$ cat src/rtl/step_pulse_gen_pkg.sv
// Shared types for the step pulse generator: FSM state and repeat-phase encodings.
package step_pulse_gen_pkg;

    typedef enum logic [1:0] {
        S_IDLE         = 2'b00,
        S_PRESS_WAIT   = 2'b01,
        S_HELD         = 2'b10,
        S_RELEASE_WAIT = 2'b11
    } state_e;

    typedef enum logic {
        PH_DLY = 1'b0,
        PH_PER = 1'b1
    } phase_e;

    // Larger of two parameters; sizes the shared repeat counter.
    function automatic int unsigned max2(input int unsigned a, input int unsigned b);
        return (a > b) ? a : b;
    endfunction

endpackage

$ cat src/rtl/step_pulse_gen_if.sv
// Button-side bundle of the step pulse generator.
interface step_pulse_gen_if;
    logic       btn_in;
    logic       rpt_en;
    logic       step;
    logic       pressed;
    logic [1:0] state_dbg;

    modport master (
        output btn_in, rpt_en,
        input  step, pressed, state_dbg
    );

    modport slave (
        input  btn_in, rpt_en,
        output step, pressed, state_dbg
    );
endinterface

$ cat src/rtl/step_pulse_gen_sync_2ff.sv
// Two-flop synchroniser for a single asynchronous input; cleared synchronously.
module sync_2ff (
    input  logic clk,
    input  logic clr,
    input  logic d,
    output logic q
);
    logic meta_q;
    logic q_q;

    // Capture stage followed by the settled stage.
    always_ff @(posedge clk) begin
        if (clr) begin
            meta_q <= 1'b0;
            q_q    <= 1'b0;
        end else begin
            meta_q <= d;
            q_q    <= meta_q;
        end
    end

    assign q = q_q;
endmodule

$ cat src/rtl/step_pulse_gen.sv
// Debounced push-button to single-cycle step strobe, with optional auto-repeat.
module step_pulse_gen
    import step_pulse_gen_pkg::*;
#(
    parameter int unsigned DEBOUNCE_CYC = 1_000_000,
    parameter int unsigned REPEAT_DLY   = 25_000_000,
    parameter int unsigned REPEAT_PER   = 10_000_000
) (
    input  logic             clk,
    input  logic             clr,
    step_pulse_gen_if.slave  bus
);

    localparam int unsigned DB_W  = $clog2(DEBOUNCE_CYC);
    localparam int unsigned RPT_W = $clog2(max2(REPEAT_DLY, REPEAT_PER));

    localparam logic [DB_W-1:0]  DB_LAST  = DB_W'(DEBOUNCE_CYC - 1);
    localparam logic [RPT_W-1:0] DLY_LAST = RPT_W'(REPEAT_DLY - 1);
    localparam logic [RPT_W-1:0] PER_LAST = RPT_W'(REPEAT_PER - 1);

    logic btn_s;

    state_e           state_q,   state_d;
    phase_e           phase_q,   phase_d;
    logic [DB_W-1:0]  db_cnt_q,  db_cnt_d;
    logic [RPT_W-1:0] rpt_cnt_q, rpt_cnt_d;
    logic             step_q,    step_d;
    logic             pressed_q, pressed_d;

    sync_2ff u_sync (
        .clk (clk),
        .clr (clr),
        .d   (bus.btn_in),
        .q   (btn_s)
    );

    // State and counter registers; clr dominates everything.
    always_ff @(posedge clk) begin
        if (clr) begin
            state_q   <= S_IDLE;
            phase_q   <= PH_DLY;
            db_cnt_q  <= '0;
            rpt_cnt_q <= '0;
            step_q    <= 1'b0;
            pressed_q <= 1'b0;
        end else begin
            state_q   <= state_d;
            phase_q   <= phase_d;
            db_cnt_q  <= db_cnt_d;
            rpt_cnt_q <= rpt_cnt_d;
            step_q    <= step_d;
            pressed_q <= pressed_d;
        end
    end

    // Next-state logic: debounce on press/release, repeat timing while held.
    // Leaving HELD takes priority over a repeat that would fire in the same cycle.
    always_comb begin
        state_d   = state_q;
        phase_d   = phase_q;
        db_cnt_d  = db_cnt_q;
        rpt_cnt_d = rpt_cnt_q;
        step_d    = 1'b0;
        pressed_d = pressed_q;

        case (state_q)
            S_IDLE: begin
                if (btn_s) begin
                    state_d  = S_PRESS_WAIT;
                    db_cnt_d = '0;
                end
            end

            S_PRESS_WAIT: begin
                if (!btn_s) begin
                    state_d  = S_IDLE;
                    db_cnt_d = '0;
                end else if (db_cnt_q == DB_LAST) begin
                    state_d   = S_HELD;
                    db_cnt_d  = '0;
                    step_d    = 1'b1;
                    pressed_d = 1'b1;
                    rpt_cnt_d = '0;
                    phase_d   = PH_DLY;
                end else begin
                    db_cnt_d = db_cnt_q + DB_W'(1);
                end
            end

            S_HELD: begin
                if (!btn_s) begin
                    state_d   = S_RELEASE_WAIT;
                    db_cnt_d  = '0;
                    rpt_cnt_d = '0;
                    phase_d   = PH_DLY;
                end else if (!bus.rpt_en) begin
                    rpt_cnt_d = '0;
                    phase_d   = PH_DLY;
                end else if (phase_q == PH_DLY && rpt_cnt_q == DLY_LAST) begin
                    step_d    = 1'b1;
                    rpt_cnt_d = '0;
                    phase_d   = PH_PER;
                end else if (phase_q == PH_PER && rpt_cnt_q == PER_LAST) begin
                    step_d    = 1'b1;
                    rpt_cnt_d = '0;
                end else begin
                    rpt_cnt_d = rpt_cnt_q + RPT_W'(1);
                end
            end

            S_RELEASE_WAIT: begin
                if (btn_s) begin
                    state_d   = S_HELD;
                    db_cnt_d  = '0;
                    rpt_cnt_d = '0;
                    phase_d   = PH_DLY;
                end else if (db_cnt_q == DB_LAST) begin
                    state_d   = S_IDLE;
                    db_cnt_d  = '0;
                    pressed_d = 1'b0;
                end else begin
                    db_cnt_d = db_cnt_q + DB_W'(1);
                end
            end

            default: begin
                state_d = S_IDLE;
            end
        endcase
    end

    assign bus.step      = step_q;
    assign bus.pressed   = pressed_q;
    assign bus.state_dbg = state_q;

endmodule

$ cat src/flat_wrapper.sv
// flat-port wrapper written by rule: the top's interface ports become plain ports
module step_pulse_gen_flat import step_pulse_gen_pkg::*;
#(
    parameter int unsigned DEBOUNCE_CYC = 1_000_000,
    parameter int unsigned REPEAT_DLY   = 25_000_000,
    parameter int unsigned REPEAT_PER   = 10_000_000
)
  (clk, clr, bus_btn_in, bus_rpt_en, bus_step, bus_pressed, bus_state_dbg);
  step_pulse_gen_if bus_i ();
  input  logic clk;
  input  logic clr;
  input wire logic [$bits(bus_i.btn_in)-1:0] bus_btn_in;
  input wire logic [$bits(bus_i.rpt_en)-1:0] bus_rpt_en;
  output wire logic [$bits(bus_i.step)-1:0] bus_step;
  output wire logic [$bits(bus_i.pressed)-1:0] bus_pressed;
  output wire logic [$bits(bus_i.state_dbg)-1:0] bus_state_dbg;
  assign bus_i.btn_in = bus_btn_in;
  assign bus_i.rpt_en = bus_rpt_en;
  assign bus_step = bus_i.step;
  assign bus_pressed = bus_i.pressed;
  assign bus_state_dbg = bus_i.state_dbg;
  step_pulse_gen #(.DEBOUNCE_CYC(DEBOUNCE_CYC), .REPEAT_DLY(REPEAT_DLY), .REPEAT_PER(REPEAT_PER)) u_core (.clk(clk), .clr(clr), .bus(bus_i));
endmodule
$ cat config.mk
export PLATFORM = sky130hd
export DESIGN_NAME = step_pulse_gen_flat
export DESIGN_NICKNAME = d
export VERILOG_FILES = /design/src/rtl/step_pulse_gen_pkg.sv /design/src/rtl/step_pulse_gen_if.sv /design/src/rtl/step_pulse_gen_sync_2ff.sv /design/src/rtl/step_pulse_gen.sv /design/src/flat_wrapper.sv
export SDC_FILE = /design/constraint.sdc
export NUM_CORES = 1
export LEC_CHECK = 0
export ABC_AREA = 1
export CORE_ASPECT_RATIO = 0.8
export CORE_MARGIN = 3
export CORE_UTILIZATION = 45
export DETAILED_ROUTE_END_ITERATION = 7
export GPL_TIMING_DRIVEN = 0
export PLACE_DENSITY = 0.61
export SLEW_MARGIN = 20
export SYNTH_ARGS = -nofsm -noshare
export SYNTH_HDL_FRONTEND = slang
export SYNTH_HIERARCHICAL = 1
export SYNTH_SLANG_ARGS = --single-unit
$ cat constraint.sdc
create_clock -name clk -period 2 [get_ports clk]
set_input_delay 0.4 -clock clk [delete_from_list [all_inputs] [get_ports clk]]
set_output_delay 0.4 -clock clk [all_outputs]
set_load 0.01 [all_outputs]
# Yosys cells after proc, flatten, opt, wreduce, memory -nomap -nowiden
# Cells that the tools add are included.
# totals
register_bits,52
in_bits,4
output_inout_bits,4
elab_cells,76
# op_classes
add_sub_neg,2
eq_ne,16
mux,39
n_bitwise,1
n_reduce_logical,10
# ops
operator,n
25-bit two-way mux,7
20-bit two-way mux,5
20-bit case mux with 4 select lines,1
25-bit case mux with 3 select lines,1
25-bit by 1-bit adder with 25-bit output (second input constant),1
25-bit by 24-bit equality test with 1-bit output (second input constant),1
25-bit equality test (second input constant),1
20-bit by 1-bit adder with 20-bit output (second input constant),1
20-bit equality test (second input constant),1
1-bit two-way mux,15
2-bit two-way mux,6
2-bit != test (second input constant),5
5-bit AND reduction,2
2-bit case mux with 4 select lines,1
4-bit AND reduction,2
3-bit by 2-bit != test with 1-bit output (second input constant),2
2-bit equality test (second input constant),2
2-bit by 1-bit != test with 1-bit output (second input constant),2
4-bit by 3-bit != test with 1-bit output (second input constant),1
1-bit case mux with 2 select lines,2
1-bit case mux with 3 select lines,1
3-bit nonzero test,1
2-bit by 1-bit equality test with 1-bit output (second input constant),1
1-bit logical AND,2
other kinds (4),4

# Logic depth before layout (Yosys ltp)
# depth
word_depth,7
ltp_mapped,13
ltp_nobuf,12

# Modules after synthesis
# Netlist, hierarchy kept.
# by_module_without_submodules
mod,instances,cells_each,area_each_um2,seq_area_each_um2
step_pulse_gen,1,551,3357.0,1001.0
sync_2ff,1,6,55.1,40.0

# Worst setup path before layout
# OpenSTA, ideal clock, no wires.
# synth_path
kind,register -> register
from,register (tool-made name)
to,register u_core.rpt_cnt_q[8]
setup_ns,0.118
arrival_ns,1.741
required_time_ns,1.882
setup_slack_ns,0.141
path_stages_with_launch,11
path_buffers,1
period_less_slack_ns,1.859
cell_sequence,dfxtp_1 > inv_1 > ha_1 > nor2_2 > nand2_1 > o21ai_2 > a21boi_4 > a21oi_4 > buf_6 > nand2_1 > nor2_1
# synth_lines
element,line,rtl
end signal: assignment,step_pulse_gen.sv:50,rpt_cnt_q <= rpt_cnt_d;
end: declaration,step_pulse_gen.sv:26,"logic [RPT_W-1:0] rpt_cnt_q, rpt_cnt_d;"

# Worst setup path in the final report
# layout_path
from,register u_core.state_q[0] (netlist: u_core/bus.state_dbg[0])
to,register u_core.rpt_cnt_q[19]
# layout_between
elab_chain_cells,3
word_cells_on_any_way,9
classes_between,eq/ne: 6; mux: 1; reduce/logical: 2
# layout_rtl
element,line,rtl
start: declaration,step_pulse_gen.sv:23,"state_e state_q, state_d;"
start signal: assignment,step_pulse_gen.sv:47,state_q <= state_d;
2-bit equality test / 2-bit by 1-bit equality test with 1-bit output (equally long branches),step_pulse_gen.sv:66,case (state_q)
"2-bit != test (no source line), or another cell as far along",n/a,
4-bit AND reduction (no source line),n/a,
# Several ways; a longest one is shown, not always the timed one.
# A chain may end at the register's enable or synchronous reset.

==> impl_summary.log <==
[metrics] result of the run: complete, no violations
[metrics] antenna cells: 0
[metrics] cell count after placement: ~670
[metrics] register area share after synthesis: 30.51%
[metrics] hold-fix buffer count after cts: 0
[metrics] data required time at the worst endpoint: 2.24 ns
[metrics] post-synthesis sequential element count: 52
[metrics] non-filler cells in the finished layout: between 600 and 700
[metrics] maximum level of the CTS H-tree: 2
[metrics] fraction of synthesis flops using an asynchronous set or reset pin: 0%
[metrics] worst setup path category: flop to flop
[metrics] DRC viols: 0
[metrics] number of core rows: 27
[metrics] root buf cell: clkbuf_8
[metrics] layout filler cell count: 717
[metrics] Critical Path Sink Type: flop
[metrics] layout cells sized above 1: a little over a tenth
[metrics] Die Span X: just over 100 um
[metrics] Total Die Area: between 8000 and 9000 um2
[metrics] Global Route Usage Sum: between 20% and 30%
[metrics] post-synthesis cell area: 3412 um2
[metrics] height of the die: between 80 and 90 um
[metrics] cells after synthesis: about 560
[metrics] Ys Warns: 6
[metrics] number of DRC markers after the initial detailed-route iteration: between 200 and 250
[metrics] Final period util: slightly above 90%
[metrics] synthesized area divided by synthesized cell count: 6.126 um2
[metrics] io pins: 8
[metrics] Relative slew margins: about three fifths
[metrics] clock-pin transition on the worst setup and hold timing paths: approximately 0.10 ns
[metrics] total count of hold-check failures in the final report: 0
[metrics] min cycle time layout: between 1.5 and 2 ns
[metrics] Inserted Clock Buffers: 5
[metrics] gpl congestion: approximately 0.95
[metrics] Reg-to-Reg Start: u_core/bus.state_dbg[0]
[metrics] antenna violations before repair: 0
[metrics] TritonCTS Sinks: 52
[metrics] pin count of the biggest net entering global routing: 16
[metrics] placeable core region: 7128 um2
[metrics] max-slew violations: 0
[metrics] Power per Cell Area: between 600 and 700 nW/um2
[metrics] CP Max Fanout: 10
[metrics] router iterations before antenna repair: 4
[metrics] PnR Total Power: 2.568 mW
[metrics] class of the worst hold path: flop to flop
[metrics] vias in the first global route: roughly 3,000
[metrics] count of final setup violators: 0
[metrics] EDFF count, synth: 0
[metrics] number of nets still failing antenna checks after routing: 0
[metrics] detailed-route wire length: slightly below 9000 um
[metrics] area of all sequential standard cells: between 1000 and 1500 um2
[metrics] WL per Instance: about 13 um
[metrics] area growth from synthesis to layout: 12.28%
[metrics] buffer levels on the longest clock path: 2
[metrics] startpoint types: flop
[metrics] worst slew pin tran: between 0.6 and 0.7 ns
[metrics] worst voltage drop across the vdd grid: approximately 300 uV
[metrics] via density per instance: between 5 and 6
[metrics] net total in the final layout: 588
[metrics] footprint of the multi-input gates: 2092 um2
[metrics] highest achievable clock rate: approximately 540 MHz
[metrics] Leakage: between 1 and 1.5 nW
[metrics] number of maximum-capacitance constraint violations: 0
[metrics] initial standard-cell utilization of the core: 47.87%
[metrics] Post-Synthesis Net Count: ~570
[metrics] HP Start: u_core/u_sync/meta_q
[metrics] TritonCTS clock tree: done
[metrics] distinct cell type count after synthesis: 32
[metrics] Layout Skew: 0.008382 ns
[metrics] dominant register cell in the synthesized netlist: dfxtp_1
[metrics] total overflow reported by the global router: 0
[metrics] I/O Buffers: 7
[metrics] clock insertion delay at the later pin of the skew report: around 0.31 ns
[metrics] DR vias: 3,428
[metrics] launch point of the worst path: u_core/bus.state_dbg[0]
[metrics] placed wire-length estimate: between 6000 and 7000 um
[metrics] global-route wire length before repair: ~15,000 um
[metrics] critical path data arrival time: between 2 and 2.5 ns
==> stage by stage <==
stage	setup slack, ns	util [%]	instance area [um2]	setup TNS, ns	hold WS, ns
final	0.1527	53.75	3831	0	0.4120
after global routing	-0.007638	53.75	3831	-0.007638	0.4242
after CTS	0.0001352	52.45	3739	0	0.4148
after detailed placement	-0.2314	50.62	3608	-6.555	0.4011
after global placement	-0.2584	50.62	3608	-6.098	0.3925
after floorplan	0.1412	-	3412	0	0.3883
==> layout by cell type (no fill, tap or decap), types with 4 or more instances in the layout <==
| cell | synthesis | routed |
|---|---|---|
| clkbuf_8 | 0 | 6 |
| nor2_4 | 5 | 9 |
| buf_2 | 4 | 4 |
| nand3_2 | 3 | 5 |
| nor2_1 | 93 | 90 |
| buf_6 | 4 | 5 |
| dfxtp_1 | 52 | 50 |
| nand3b_1 | 7 | 7 |
| nand3_1 | 47 | 44 |
| clkdlybuf4s50_1 | 0 | 7 |
| nand4_1 | 11 | 11 |
| nand2_1 | 163 | 163 |
| buf_4 | 0 | 6 |
| o21ai_0 | 13 | 13 |
| inv_1 | 65 | 65 |
| a21oi_1 | 32 | 32 |
| clkbuf_1 | 7 | 4 |
| nor3_1 | 9 | 9 |
| nor2_2 | 6 | 5 |
| xor2_1 | 5 | 5 |
| o21ai_1 | 4 | 4 |
==> critical path: stages (launching register included) <==
cell	delay [ns]
dfxtp_2	0.38
inv_1	0.09
ha_2	0.24
inv_1	0.09
nor2_2	0.20
nand3_4	0.17
a21oi_4	0.28
buf_6	0.19
nand2_1	0.06
nor2_1	0.09
==> area by class of cell <==
type	instances	area share [%]
multi-input cells	422	54.60
flip-flops and latches	52	27.24
inverters	68	6.662
repair buffers	14	3.298
well taps	101	3.298
plain buffers	15	2.482
clock buffers	6	2.155
clock inverters	2	0.2613
==> state kept, by name, summed over array words and instances (netlist names), named ones only <==
name / count
u_core/phase_q: 1
u_core/u_sync/meta_q: 1
u_core/rpt_cnt_q: 25
u_core/bus.state_dbg: 1
u_core/bus.step: 1
u_core/bus.pressed: 1
u_core/db_cnt_q: 20
u_core/u_sync/q: 1
==> per-layer routing <==
layer  global-route usage [%]  wire (um)
met5                        0          0
met4                    4.941         68
met3                    3.342        493
met2                    27.26       3336
met1                    35.39       4957
==> path summary, 6_finish.rpt <==
kind	to	slack (ns)	cells past startpoint
hold reg to reg	u_core/u_sync/q	0.41	2
hold / removal	u_core/u_sync/q	0.41	2
setup reg to reg	u_core/rpt_cnt_q[19]	0.15	9
setup / recovery	u_core/rpt_cnt_q[19]	0.15	9
==> cell usage after synthesis (5+ instances only) <==
library cell	number	area, um2
nand2_1	163	611.8
nor2_1	93	349.1
inv_1	65	244.0
dfxtp_1	52	1041
nand3_1	47	235.2
a21oi_1	32	160.2
o21ai_0	13	65.06
nand4_1	11	68.82
nor3_1	9	45.04
clkbuf_1	7	26.28
nand3b_1	7	52.55
ha_1	6	75.07
nor2_2	6	37.54
nor2_4	5	56.30
xor2_1	5	43.79
==> cell families (layout without fill, tap and decap cells) <==
kind of cell             Yosys count  in the layout  synth area share (%)
AO/OA/AOI/OAI                     56             56                 9.351
XOR/XNOR                           8              8                 2.054
adder cells (fa/ha/maj)            6              6                 2.200
buffers and inverters             83            105                 10.16
flip-flops                        52             52                 30.51
AND/OR/NAND/NOR                  352            352                 45.73
==> repair_timing <==
| action | 4_1_cts | 5_1_grt |
|---|---|---|
| gates resized for setup | 2 | 22 |
| buffers inserted | 4 | 3 |
| setup endpoints to repair | 20 | 47 |
| pin swaps | 1 | 3 |
| gates cloned | 0 | 0 |
| endpoints found under the hold margin | 0 | 0 |
==> power by group <==
part           internal [mW]  total (mW)  switching, mW
Clock                  0.278       0.640          0.363
Combinational          0.282       0.822          0.540
Sequential              1.06        1.10         0.0404
Total                   1.62        2.57          0.943
(Power assumes the default switching activity.)
